--- src/rtl/multiword_adder_ctrl.sv ---
// multiword_adder_ctrl
//   Computes a W = N*K bit two's-complement add or subtract by running one
//   N-bit ripple-carry adder over K cycles, one slice per cycle, least
//   significant slice first. The carry between slices is held in a register.
//   Operands come in and the result goes out over valid/ready handshakes.
//
// Ports
//   clk        rising-edge clock
//   rst_n      synchronous active-low reset
//   in_valid   operands and op presented
//   in_ready   accepting operands (IDLE only)
//   op_a       operand A, W bits
//   op_b       operand B, W bits
//   sub        0: A+B, 1: A-B
//   out_valid  result available (DONE only)
//   out_ready  consumer takes result
//   result     registered W-bit sum/difference
//   cout       carry out of bit W-1 (for subtract, 1 means no borrow)
//   overflow   signed overflow of the W-bit operation
//   busy       RUN or DONE
module multiword_adder_ctrl #(
  parameter int N = 32,
  parameter int K = 4
) (
  input  logic           clk,
  input  logic           rst_n,
  input  logic           in_valid,
  output logic           in_ready,
  input  logic [N*K-1:0] op_a,
  input  logic [N*K-1:0] op_b,
  input  logic           sub,
  output logic           out_valid,
  input  logic           out_ready,
  output logic [N*K-1:0] result,
  output logic           cout,
  output logic           overflow,
  output logic           busy
);

  localparam int IDX_W = (K > 1) ? $clog2(K) : 1;

  localparam logic [1:0] IDLE = 2'b00;
  localparam logic [1:0] RUN  = 2'b01;
  localparam logic [1:0] DONE = 2'b10;

  logic [1:0]       state;
  logic [N*K-1:0]   a_reg;
  logic [N*K-1:0]   b_reg;
  logic             carry_reg;
  logic [IDX_W-1:0] idx;

  logic [N-1:0]     slice_a;
  logic [N-1:0]     slice_b;
  logic [N-1:0]     slice_sum;
  logic             slice_cout;
  logic             slice_ovf;

  // N-bit ripple-carry adder. Overflow uses the sign rule on the addends,
  // so for subtract it sees the already-inverted B.
  function automatic logic [N+1:0] rca(input logic [N-1:0] a,
                                       input logic [N-1:0] b,
                                       input logic         cin);
    logic [N-1:0] s;
    logic         c;
    logic         ovf;
    s = '0;
    c = cin;
    for (int unsigned i = 0; i < N; i++) begin
      s[i] = a[i] ^ b[i] ^ c;
      c    = (a[i] & b[i]) | (c & (a[i] ^ b[i]));
    end
    ovf = (a[N-1] == b[N-1]) && (s[N-1] != a[N-1]);
    return {ovf, c, s};
  endfunction

  always_comb begin
    slice_a = a_reg[int'(idx)*N +: N];
    slice_b = b_reg[int'(idx)*N +: N];
    {slice_ovf, slice_cout, slice_sum} = rca(slice_a, slice_b, carry_reg);
  end

  always_ff @(posedge clk) begin
    if (!rst_n) begin
      state     <= IDLE;
      a_reg     <= '0;
      b_reg     <= '0;
      carry_reg <= 1'b0;
      idx       <= '0;
      result    <= '0;
      cout      <= 1'b0;
      overflow  <= 1'b0;
    end else begin
      case (state)
        IDLE: begin
          if (in_valid) begin
            a_reg     <= op_a;
            b_reg     <= sub ? ~op_b : op_b;
            // subtract is A + ~B + 1: the +1 enters as the first carry-in
            carry_reg <= sub;
            idx       <= '0;
            result    <= '0;
            state     <= RUN;
          end
        end
        RUN: begin
          result[int'(idx)*N +: N] <= slice_sum;
          carry_reg                <= slice_cout;
          if (idx == IDX_W'(K - 1)) begin
            // top slice: its carry and overflow describe the whole word;
            // idx stays put rather than wrapping
            cout     <= slice_cout;
            overflow <= slice_ovf;
            state    <= DONE;
          end else begin
            idx <= idx + IDX_W'(1);
          end
        end
        DONE: begin
          if (out_ready) state <= IDLE;
        end
        default: state <= IDLE;
      endcase
    end
  end

  assign in_ready  = (state == IDLE);
  assign out_valid = (state == DONE);
  assign busy      = (state != IDLE);

endmodule
--- config.mk ---
export PLATFORM = sky130hd
export DESIGN_NAME = multiword_adder_ctrl
export DESIGN_NICKNAME = d
export VERILOG_FILES = /design/src/rtl/multiword_adder_ctrl.sv
export SDC_FILE = /design/constraint.sdc
export NUM_CORES = 1
export LEC_CHECK = 0
export BUFFER_PORTS_ARGS = -buffer_cell sky130_fd_sc_hd__buf_4
export CORE_MARGIN = 5
export CORE_UTILIZATION = 40
export DETAILED_ROUTE_END_ITERATION = 10
export GPL_TIMING_DRIVEN = 0
export PLACE_DENSITY = 0.61
export REMOVE_ABC_BUFFERS = 1
export SYNTH_ARGS = -nofsm -noshare
export SYNTH_HDL_FRONTEND = slang
export SYNTH_SLANG_ARGS = --single-unit
--- constraint.sdc ---
create_clock -name clk -period 27.8 [get_ports clk]
set_input_delay 5.56 -clock clk [delete_from_list [all_inputs] [get_ports clk]]
set_output_delay 5.56 -clock clk [all_outputs]
set_load 0.01 [all_outputs]
Word level (Yosys, flattened, before mapping). Index checks and enable logic that the tools add are counted.

Register bits: 391. Bits of input ports: 261. Output and inout bits: 133.

Add/subtract/negate cells: 2. Equality and inequality tests: 9. Shifts and indexed selects: 4. Muxes and demuxes: 13. Bitwise operators: 161. Reductions and logical operators: 9.

Operator list (count): 2-to-1 mux 128 bit (2); case mux 128 bit (2 select lines) (1); variable part select 128 x 8 -> 32 bit (2); bitwise mux 128 bit (1); inverter 128 bit (1); variable shift 32 x 33 -> 128 bit (first input constant) (1); variable part select 32 x 33 -> 128 bit (1); AND 1 bit (64); bitwise XOR 1 bit (64); negator 7 -> 33 bit (1); bitwise OR 1 bit (32); 2-to-1 mux 2 bit (5); != test 2 bit (second input constant) (3); case mux 2 bit (3 select lines) (1); AND reduction 2 bit (3); AND reduction 3 bit (2); equality test 2 bit (second input constant) (2); case mux 2 bit (2 select lines) (1); nonzero test 2 bit (2); adder 2 x 1 -> 2 bit (second input constant) (1); equality test 2 x 1 -> 1 bit (second input constant) (1); zero test 2 bit (1); != test 2 x 1 -> 1 bit (second input constant) (1); case mux 1 bit (2 select lines) (1); other kinds (4) (4).

Logic depth before layout (Yosys ltp). Gate-level depths: netlist of run 1.

Depth in word-level cells: 68. Gate-level depth with buffers: 43. Mapped depth without buffers: 40.

Least setup slack after synthesis of run 1. OpenSTA, ideal clock, no wires.

Path type: register to register. Start: register idx[0]. End: register overflow. Library setup time: 83 ps. Arrival time: 13567 ps. Required time: 27717 ps. Setup slack: 14151 ps. Cell stages (with the launch flop): 44. Clock period less this slack: 13649 ps. Path through: dfxtp_1 > buf_2 > buf_4 > buf_4 > mux4_2 > inv_1 > fa_1 > fa_1 > fa_1 > fa_1 > fa_1 > fa_1 > fa_1 > fa_1 > fa_1 > fa_1 > fa_1 > fa_1 > [8 not listed] > fa_1 > fa_1 > fa_1 > fa_1 > fa_1 > fa_1 > fa_1 > fa_1 > fa_1 > inv_1 > fa_1 > inv_1 > fa_1 > inv_1 > fa_1 > nor2_1 > nand4_1 > o221ai_1.

Longest elaborated chain between the ends: 67.

Ends and longest elaborated chain: from (decl) (line 50) `logic [IDX_W-1:0] idx;`; from (signal assigned) (line 115) `idx <= idx + IDX_W'(1);`; variable part select 128 x 8 -> 32 bit, on equally long branches (line 77, 78); bitwise XOR 1 bit (line 70) `c = (a[i] & b[i]) | (c & (a[i] ^ b[i]));`; AND 1 bit (line 70); bitwise OR 1 bit (line 70); AND 1 bit (line 70); bitwise OR 1 bit (line 70); AND 1 bit (line 70); bitwise OR 1 bit (line 70); [51 not listed]; bitwise OR 1 bit (line 70); AND 1 bit (line 70); bitwise OR 1 bit (line 70); AND 1 bit (line 70); bitwise OR 1 bit (line 70); bitwise XOR 1 bit (line 69) `s[i] = a[i] ^ b[i] ^ c;`; != test 1 bit (line 72) `ovf = (a[N-1] == b[N-1]) && (s[N-1] != a[N-1]);`; logical AND 1 bit (line 72); to (signal assigned) (line 112) `overflow <= slice_ovf;`; to (decl) (line 36) `output logic overflow,`.

Parallel ways exist; a longest one is shown, timed or not. A chain may end at the register's enable or synchronous reset.

Final worst setup path of run 1.
Start: register idx[1]. End: register overflow.

The elaborated chain is that of the path after synthesis.

==> qor.csv, run 1 <==
metric,value,unit
min Tclk post-route,15.18,ns
Netlist cell types,42,
Root Buffer,clkbuf_16,
Place WS,12.55,ns
synth cell count leaders,"391 x dfxtp_1, 385 x nand2_1, 169 x a21boi_0",
worst slew pin tran,0.976,ns
"Req. time, crit path",28.28,ns
most common cell in the netlist,dfxtp_1,
"Gates resized, CTS repair",0,
Final GP Congestion,0.779,
clk_lat worst skew,0.57,ns
I/O Buffers,393,
asr flop ratio synth,0,
Via Count,14959,
Mapped Avg Cell Area,9.72,sq um
initial DRC count,814,
HPWL after DPL,37600,um
clk buf depth,3,
WL/cell,18.8,um
CTS buffer count,45,
DRC violations left,0,
worst endpoint data arrival time,15.66,ns
Starting Density,0.405,
drt pass-1 iters,5,
fin cells,2867,
Static Leak,10.1,nW
Hold WC Path Type,flop to flop,
placed cell area,22400,sq um
htree depth,2,
Netlist Area Pre-Place,18800,sq um
"EDFF count, synth",0,
layout cells sized above 1,0.259,
"Reg clk slew, reported paths",0.06,ns
Synth area leaders,"dfxtp_1 42%, nand2_1 7.7%, mux4_2 7.6%",
Max IR drop VDD,0.0525,mV
grt ovf,0,
Final Cell Area,23900,sq um
Synth Instances,1939,
final worst path period share,0.546,
Slew Limit Fails,0,
final-report hold violation count,0,
post-route setup slack,12.62,ns
top cell type by total area after synthesis,dfxtp_1,
Hold Buf Count CTS,0,
number of core rows,79,
#FFs+latches synth,391,
placed instance count,2788,
final WL,54000,um
io pins,394,
Die H,227,um
CTS tree,yes,
vias in the first global route,14874,
setup violators final,0,
clk sinks,391,
first-pass GRT wire length,83700,um
register area share after synthesis,0.415,
top cell type's share of synthesized area,0.415,
die area,51600,sq um
largest fanout on the critical path,42,
PwrDens,59.6,nW/um^2
FMAX,0.0659,GHz
worst setup path category,flop to flop,
post-CTS setup buffer count,0,
nets@finish,2526,
Total GRT Usage,0.203,
die span in x,227,um
fillers,4331,
type of origin of the critical path,flop,
critical path capture point type,flop,
ys flop type,dfxtp_1,
RSZ-0062 raised after global routing,no,
CP dominant cell by count,fa_1,
Yosys warnings,0,
core footprint,46600,sq um
Via density,5.22,
initial antenna violation count,0,
max cap viols,0,
CP peak stage delay,0.68,ns
Routed Antenna Nets,0,
Worst slew margin,0.349,
largest net degree at the start of global routing,166,
status,"finished, final reports clean",
Max Clock Skew,0.0195,ns
area grow syn2layout,26.8,%
CP max stage cell,dfxtp_4,
-- final cells by class --
cell class | count | area [sq um] | share of cell area
inverter | 69 | 259 | 0.0108
clock buffer | 62 | 1300 | 0.0545
multi-input combinational | 1289 | 9900 | 0.414
clock inverter | 16 | 206 | 0.00864
antenna | 1 | 2.50 | 0.000105
sequential | 391 | 7840 | 0.328
tap | 607 | 759 | 0.0318
timing repair buffer | 432 | 3630 | 0.152
-- placed cells by master (no fill, tap or decap), types with 4 or more instances in the layout --
| master | Yosys | final |
|---|---|---|
| a21boi_1 | 88 | 88 |
| nand3_1 | 6 | 6 |
| clkbuf_16 | 0 | 47 |
| dfxtp_1 | 391 | 388 |
| nand3b_1 | 92 | 92 |
| fa_1 | 32 | 32 |
| bufinv_16 | 0 | 4 |
| nand2_1 | 385 | 385 |
| a21boi_0 | 169 | 169 |
| buf_8 | 0 | 4 |
| clkinv_2 | 0 | 4 |
| ha_1 | 5 | 4 |
| buf_4 | 21 | 391 |
| clkinv_4 | 0 | 4 |
| or3b_1 | 31 | 30 |
| clkbuf_8 | 0 | 7 |
| mux2i_4 | 0 | 4 |
| mux4_2 | 64 | 64 |
| clkbuf_1 | 84 | 8 |
| buf_16 | 0 | 12 |
| buf_6 | 7 | 22 |
| xnor2_1 | 128 | 128 |
| o21ai_0 | 128 | 128 |
| o211a_1 | 128 | 128 |
| inv_1 | 69 | 69 |
-- power by group --
group	total (mW)	switching [mW]	internal, mW
clock network	0.605	0.240	0.365
logic	0.214	0.101	0.113
registers	0.607	0.0172	0.590
total	1.43	0.358	1.07
-- through the flow --
step,setup TNS [ns],util,power [mW],hold slack (ns)
CTS,0,0.513,1.45,0.452
floorplan,0,-,0.758,0.432
global placement,-1855.19,0.464,0.871,0.439
finish,0,0.513,1.43,0.450
detailed placement,0,0.481,0.835,0.444
global route,0,0.513,1.49,0.468
-- worst paths after layout --
path	from	endpoint	slack (ns)	depth (start not counted)
max	idx[1]$_SDFFE_PN0P_	overflow$_SDFFE_PN0P_	12.62	41
min	a_reg[103]$_SDFFE_PN0P_	a_reg[103]$_SDFFE_PN0P_	0.45	2
max reg2reg	idx[1]$_SDFFE_PN0P_	overflow$_SDFFE_PN0P_	12.62	41
min reg2reg	a_reg[103]$_SDFFE_PN0P_	a_reg[103]$_SDFFE_PN0P_	0.45	2
-- metal layers --
metal,GRT usage,vias up,routed length [um]
met5,0,-,0
met4,0.0459,0,955
met3,0.0602,55,4070
met2,0.333,366,25600
met1,0.266,7295,23400
li1,-,7243,-
-- worst max-delay path, delay by kind of cell (launching register included) --
kind	cells	cell delay, ns
adder cells (fa/ha/maj)	32	13.23
flip-flops	1	0.68
buffers and inverters	5	0.61
multiplexers	1	0.26
AND/OR/NAND/NOR	2	0.23
AO/OA/AOI/OAI	1	0.10
-- kinds of logic (layout without fill, tap and decap cells) --
group	after synthesis	in the layout	share of synthesized area
AO/OA/AOI/OAI	519	519	0.207
AND/OR/NAND/NOR	535	535	0.138
flip-flops	391	391	0.415
buffers and inverters	259	579	0.0634
XOR/XNOR	128	128	0.0595
adder cells (fa/ha/maj)	37	37	0.0373
multiplexers	70	70	0.0799
other	0	1	0
(Power assumes the default switching activity.)
==> inputs of run 2 (changes only) <==
==> constraint.sdc (replaced) <==
create_clock -name clk -period 15.7 [get_ports clk]
set_input_delay 3.14 -clock clk [delete_from_list [all_inputs] [get_ports clk]]
set_output_delay 3.14 -clock clk [all_outputs]
set_load 0.01 [all_outputs]
==> qor.csv, run 2 (synthesis gave the netlist of run 1 again) <==
metric,value,unit,change
Total GRT Usage,0.203,,unchanged
largest net degree at the start of global routing,166,,unchanged
Routed Antenna Nets,0,,unchanged
clk_lat worst skew,0.57,ns,about the same
Starting Density,0.405,,unchanged
Max Clock Skew,0.0194,ns,-0.000140 ns
Switch Pwr,0.634,mW,+77%
RSZ-0062 raised after global routing,no,,
grt ovf,0,,unchanged
initial antenna violation count,0,,unchanged
"Reg clk slew, reported paths",0.06,ns,about the same
CP max stage cell,dfxtp_4,,
die span in x,227,um,unchanged
Slew Limit Fails,0,,unchanged
Via density,5.22,,about the same
final worst path period share,0.958,,+0.412
CP peak stage delay,0.55,ns,-0.13 ns
CTS buffer count,45,,unchanged
"reg-to-reg slack, setup",0.66,ns,-11.96 ns
FMAX,0.0665,GHz,+0.93%
Worst slew margin,0.358,,+0.00927
post-CTS setup buffer count,0,,unchanged
sequential cell fraction of total power,0.426,,about the same
Final GP Congestion,0.779,,unchanged
Root Buffer,clkbuf_16,,
final-report hold violation count,0,,unchanged
r2r endpoint,overflow$_SDFFE_PN0P_,,
Die H,227,um,unchanged
area grow syn2layout,26.9,%,about the same
type of origin of the critical path,flop,,
min Tclk post-route,15.04,ns,-0.140 ns
CP dominant cell by count,fa_1,,
combinational cell fraction of total power,0.150,,about the same
initial DRC count,811,,-0.37%
nets@finish,2527,,+0.040%
"Req. time, crit path",16.18,ns,-12.10 ns
worst slew pin tran,0.962,ns,-0.0139 ns
WL/cell,18.9,um,+0.27%
max cap viols,0,,unchanged
die area,51600,sq um,unchanged
core footprint,46600,sq um,unchanged
htree depth,2,,unchanged
final WL,54200,um,+0.30%
critical path capture point type,flop,,
DRC violations left,0,,unchanged
Reg2Reg Depth,41,,unchanged
PwrDens,106,nW/um^2,+77%
"commonest non-fill, non-tap cell in the layout",buf_4,,
number of core rows,79,,unchanged
setup violators final,0,,unchanged
first-pass GRT wire length,83700,um,unchanged
layout cells sized above 1,0.259,,+0.000328
"commonest non-fill, non-tap cells in the layout","391 x buf_4, 388 x dfxtp_1, 385 x nand2_1",,
worst setup path category,flop to flop,,
Hold EP,a_reg[103]$_SDFFE_PN0P_,,
P_int,1.89,mW,+77%
Hold Buf Count CTS,0,,unchanged
I/O Buffers,393,,unchanged
setup TNS,0,ns,unchanged
HPWL after DPL,37600,um,unchanged
hold wc startpoint,a_reg[103]$_SDFFE_PN0P_,,
largest fanout on the critical path,42,,unchanged
hold depth,2,,unchanged
"Gates resized, CTS repair",0,,unchanged
Hold WS,0.450,ns,-0.000342 ns
Via Count,14968,,+0.060%
clk buf depth,3,,unchanged
Hold WC Path Type,flop to flop,,
Net Sw Frac,0.251,,about the same
Max IR drop VDD,0.0930,mV,+77%
drt pass-1 iters,5,,unchanged
Static Leak,10.1,nW,about the same
CTS tree,yes,,
worst endpoint data arrival time,15.52,ns,-0.14 ns
R2R Path Start,idx[1]$_SDFFE_PN0P_,,
"Core Util, Final",0.514,,about the same
clk sinks,391,,unchanged
Clk pwr share,0.424,,about the same
vias in the first global route,14874,,unchanged
status,"finished, final reports clean",,
io pins,394,,unchanged
[run 2: area by class of cell]
cell class                 instances  area (sq um)
clock inverter                    16           206
tap                              607           759
multi-input combinational       1289          9900
timing repair buffer             433          3650
clock buffer                      62          1300
sequential                       391          7840
antenna                            1          2.50
inverter                          69           259
fill                            4326         22600
[run 2: stage by stage]
step           setup slack (ns)  cell area [sq um]  instances  power, mW
6_report                  0.660              23900       2868       2.52
5_1_grt                   0.164              23900       2867       2.64
4_1_cts                   0.409              23900       2866       2.56
3_5_place_dp              0.449              22400       2788       1.48
3_3_place_gp             -18.15              21600       2749       1.54
2_1_floorplan             -7.94              17900       1749       1.34
[run 2: worst max path at each step]
| stage | startpoint | endpoint | slack, ns | cells past startpoint |
|---|---|---|---|---|
| floorplan | in_valid | b_reg[0]$_SDFFE_PN0P_ | -7.94 | 3 |
| global placement | state[1]$_SDFFE_PN0P_ | a_reg[18]$_SDFFE_PN0P_ | -18.15 | 3 |
| detailed placement | idx[1]$_SDFFE_PN0P_ | overflow$_SDFFE_PN0P_ | 0.45 | 41 |
| CTS | idx[1]$_SDFFE_PN0P_ | overflow$_SDFFE_PN0P_ | 0.41 | 41 |
| global route | idx[1]$_SDFFE_PN0P_ | overflow$_SDFFE_PN0P_ | 0.16 | 41 |
| finish | idx[1]$_SDFFE_PN0P_ | overflow$_SDFFE_PN0P_ | 0.66 | 41 |
[run 2: power by group through the flow]
stage                     Combinational [mW]  Sequential [mW]  Clock, mW
after floorplan                        0.249             1.09          0
after global placement                 0.441             1.10          0
after detailed placement               0.381             1.10          0
after CTS                              0.384             1.08       1.10
after global routing                   0.419             1.08       1.14
final                                  0.380             1.07       1.07
[run 2: worst max-delay path, delay by kind of cell (launching register included)]
| kind | cells | cell delay, ns |
|---|---|---|
| AO/OA/AOI/OAI | 1 | 0.10 |
| adder cells (fa/ha/maj) | 32 | 13.24 |
| buffers and inverters | 5 | 0.59 |
| flip-flops | 1 | 0.55 |
| multiplexers | 1 | 0.25 |
| AND/OR/NAND/NOR | 2 | 0.23 |
[run 2: per-layer routing]
metal,GRT usage,part of all wire,wire length (um),up-vias
met2,0.333,0.47,25600,380
met5,0,0,0,-
met4,0.0459,0.020,1110,0
met3,0.0602,0.078,4220,58
li1,-,-,-,7246
met1,0.266,0.43,23300,7284
==> inputs of run 3 (changes only) <==
--- a/config.mk
+++ b/config.mk
@@ -7,10 +7,10 @@
 export LEC_CHECK = 0
 export BUFFER_PORTS_ARGS = -buffer_cell sky130_fd_sc_hd__buf_4
 export CORE_MARGIN = 5
-export CORE_UTILIZATION = 40
+export CORE_UTILIZATION = 55
 export DETAILED_ROUTE_END_ITERATION = 10
 export GPL_TIMING_DRIVEN = 0
-export PLACE_DENSITY = 0.61
+export PLACE_DENSITY = 0.8
 export REMOVE_ABC_BUFFERS = 1
 export SYNTH_ARGS = -nofsm -noshare
 export SYNTH_HDL_FRONTEND = slang
==> qor.csv, run 3 (synthesis gave the netlist of run 1 again) <==
metric,value,unit,change
status,"finished, final reports clean",,
PwrDens,104,nW/um^2,-1.8%
Via Count,15156,,+1.3%
"Req. time, crit path",16.14,ns,-0.04 ns
worst setup path category,flop to flop,,
Hold WC Path Type,flop to flop,,
final WL,51500,um,-4.9%
nets@finish,2525,,-0.079%
area grow syn2layout,25.2,%,
WL/cell,19.0,um,+0.83%
Reg2Reg Depth,41,,unchanged
fin cells,2704,,-5.7%
RSZ-0062 raised after global routing,no,,
CP max stage cell,dfxtp_4,,
die span in x,195,um,-14%
Via density,5.61,,+7.4%
I/O Buffers,393,,unchanged
grt ovf,0,,unchanged
first-pass GRT wire length,81700,um,-2.3%
Root Buffer,clkbuf_16,,
Die H,195,um,-14%
initial antenna violation count,0,,unchanged
drt pass-1 iters,8,,+3
r2r endpoint,overflow$_SDFFE_PN0P_,,
Final GP Congestion,0.823,,+5.6%
Total GRT Usage,0.260,,+0.0571
register area,7840,sq um,unchanged
CTS buffer count,42,,-6.7%
clk sinks,391,,unchanged
Routed Antenna Nets,0,,unchanged
Worst slew margin,0.0790,,-0.279
"commonest non-fill, non-tap cells in the layout","391 x buf_4, 388 x dfxtp_1, 385 x nand2_1",,
CTS tree,yes,,
vias in the first global route,15558,,+4.6%
clk buf depth,3,,unchanged
R2R Path Start,idx[0]$_SDFFE_PN0P_,,
FMAX,0.0657,GHz,-1.1%
Static Leak,10.0,nW,-0.43%
worst setup path end,overflow$_SDFFE_PN0P_,,
Max IR drop VDD,0.0799,mV,-14%
core footprint,33700,sq um,-28%
largest net degree at the start of global routing,177,,+6.6%
setup violators final,0,,unchanged
clk_lat worst skew,0.53,ns,-0.04 ns
final-report hold violation count,0,,unchanged
"Core Util, Final",0.700,,+0.187
"Reg clk slew, reported paths",0.06,ns,about the same
layout cells sized above 1,0.256,,-0.00309
DRC violations left,0,,unchanged
worst slew pin tran,1.38,ns,+0.420 ns
type of origin of the critical path,flop,,
Hold Buf Count CTS,0,,unchanged
HPWL after DPL,36000,um,-4.4%
largest fanout on the critical path,32,,-24%
worst endpoint data arrival time,15.65,ns,+0.13 ns
initial DRC count,860,,+6.0%
Slew Limit Fails,0,,unchanged
number of diodes,0,,-1
footprint of the multi-input gates,9900,sq um,about the same
final worst path period share,0.969,,+0.0108
CP peak stage delay,0.69,ns,+0.14 ns
max cap viols,0,,unchanged
Critical Path Start,idx[0]$_SDFFE_PN0P_,,
"reg-to-reg slack, setup",0.49,ns,-0.17 ns
Max Clock Skew,0.0168,ns,-0.00252 ns
placed instance count,2630,,-5.7%
fillers,2542,,-41%
htree depth,2,,unchanged
io pins,394,,unchanged
"commonest non-fill, non-tap cell in the layout",buf_4,,
CP dominant cell by count,fa_1,,
die area,38100,sq um,-26%
critical path capture point type,flop,,
min Tclk post-route,15.21,ns,+0.170 ns
Tot Pwr,2.45,mW,-3.1%
number of core rows,67,,-15%
Starting Density,0.559,,+0.154
[run 3: routing by layer]
layer / vias to the layer above / GRT usage / wire (um)
met1: 7261 / 0.323 / 20600
met4: 0 / 0.0975 / 2180
met5: - / 0 / 0
met2: 553 / 0.439 / 24700
li1: 7220 / - / -
met3: 122 / 0.0626 / 4010
[run 3: final cells by class]
class,count,area share
repair buffers,434,0.155
clock buffers,62,0.0529
flip-flops and latches,391,0.332
inverters,69,0.0110
multi-input cells,1289,0.419
well taps,448,0.0237
clock inverters,11,0.00567
[run 3: worst max-delay path: cells and delay by family (launching register included)]
kind / cells / cell delay, ns
flip-flops: 1 / 0.69
adder cells (fa/ha/maj): 32 / 13.12
AND/OR/NAND/NOR: 2 / 0.26
AO/OA/AOI/OAI: 1 / 0.12
buffers and inverters: 5 / 0.60
multiplexers: 1 / 0.29
[run 3: timing repair]
item / CTS / global route
setup buffers: 0 / 1
hold endpoints to repair: 0 / 0
gates resized for setup: 0 / 0
endpoints found under the setup margin: 0 / 5
[run 3: power by group]
group | internal (mW) | leakage (nW) | switching [mW]
clock network | 0.599 | 0.681 | 0.393
registers | 1.04 | 3.20 | 0.0314
logic | 0.200 | 6.17 | 0.177
total | 1.84 | 10.0 | 0.602
[run 3: metrics by stage]
| step | setup WS [ns] | hold slack [ns] | setup TNS [ns] | instance area, sq um |
|---|---|---|---|---|
| after floorplan | -7.94 | 0.432 | -2027.48 | 17900 |
| after global placement | -17.93 | 0.439 | -4205.50 | 21400 |
| after detailed placement | 0.331 | 0.442 | 0 | 22200 |
| after CTS | 0.281 | 0.450 | 0 | 23600 |
| after global routing | 0.0180 | 0.468 | 0 | 23600 |
| final | 0.490 | 0.447 | 0 | 23600 |
[run 3: worst min-delay path by stage]
| stage | startpoint | end | slack [ns] | cells past startpoint |
|---|---|---|---|---|
| finish | a_reg[71]$_SDFFE_PN0P_ | a_reg[71]$_SDFFE_PN0P_ | 0.45 | 2 |
| global route | a_reg[71]$_SDFFE_PN0P_ | a_reg[71]$_SDFFE_PN0P_ | 0.47 | 2 |
| CTS | a_reg[71]$_SDFFE_PN0P_ | a_reg[71]$_SDFFE_PN0P_ | 0.45 | 2 |
| detailed placement | a_reg[71]$_SDFFE_PN0P_ | a_reg[71]$_SDFFE_PN0P_ | 0.44 | 2 |
| global placement | a_reg[111]$_SDFFE_PN0P_ | a_reg[111]$_SDFFE_PN0P_ | 0.44 | 2 |
| floorplan | a_reg[64]$_SDFFE_PN0P_ | a_reg[64]$_SDFFE_PN0P_ | 0.43 | 2 |
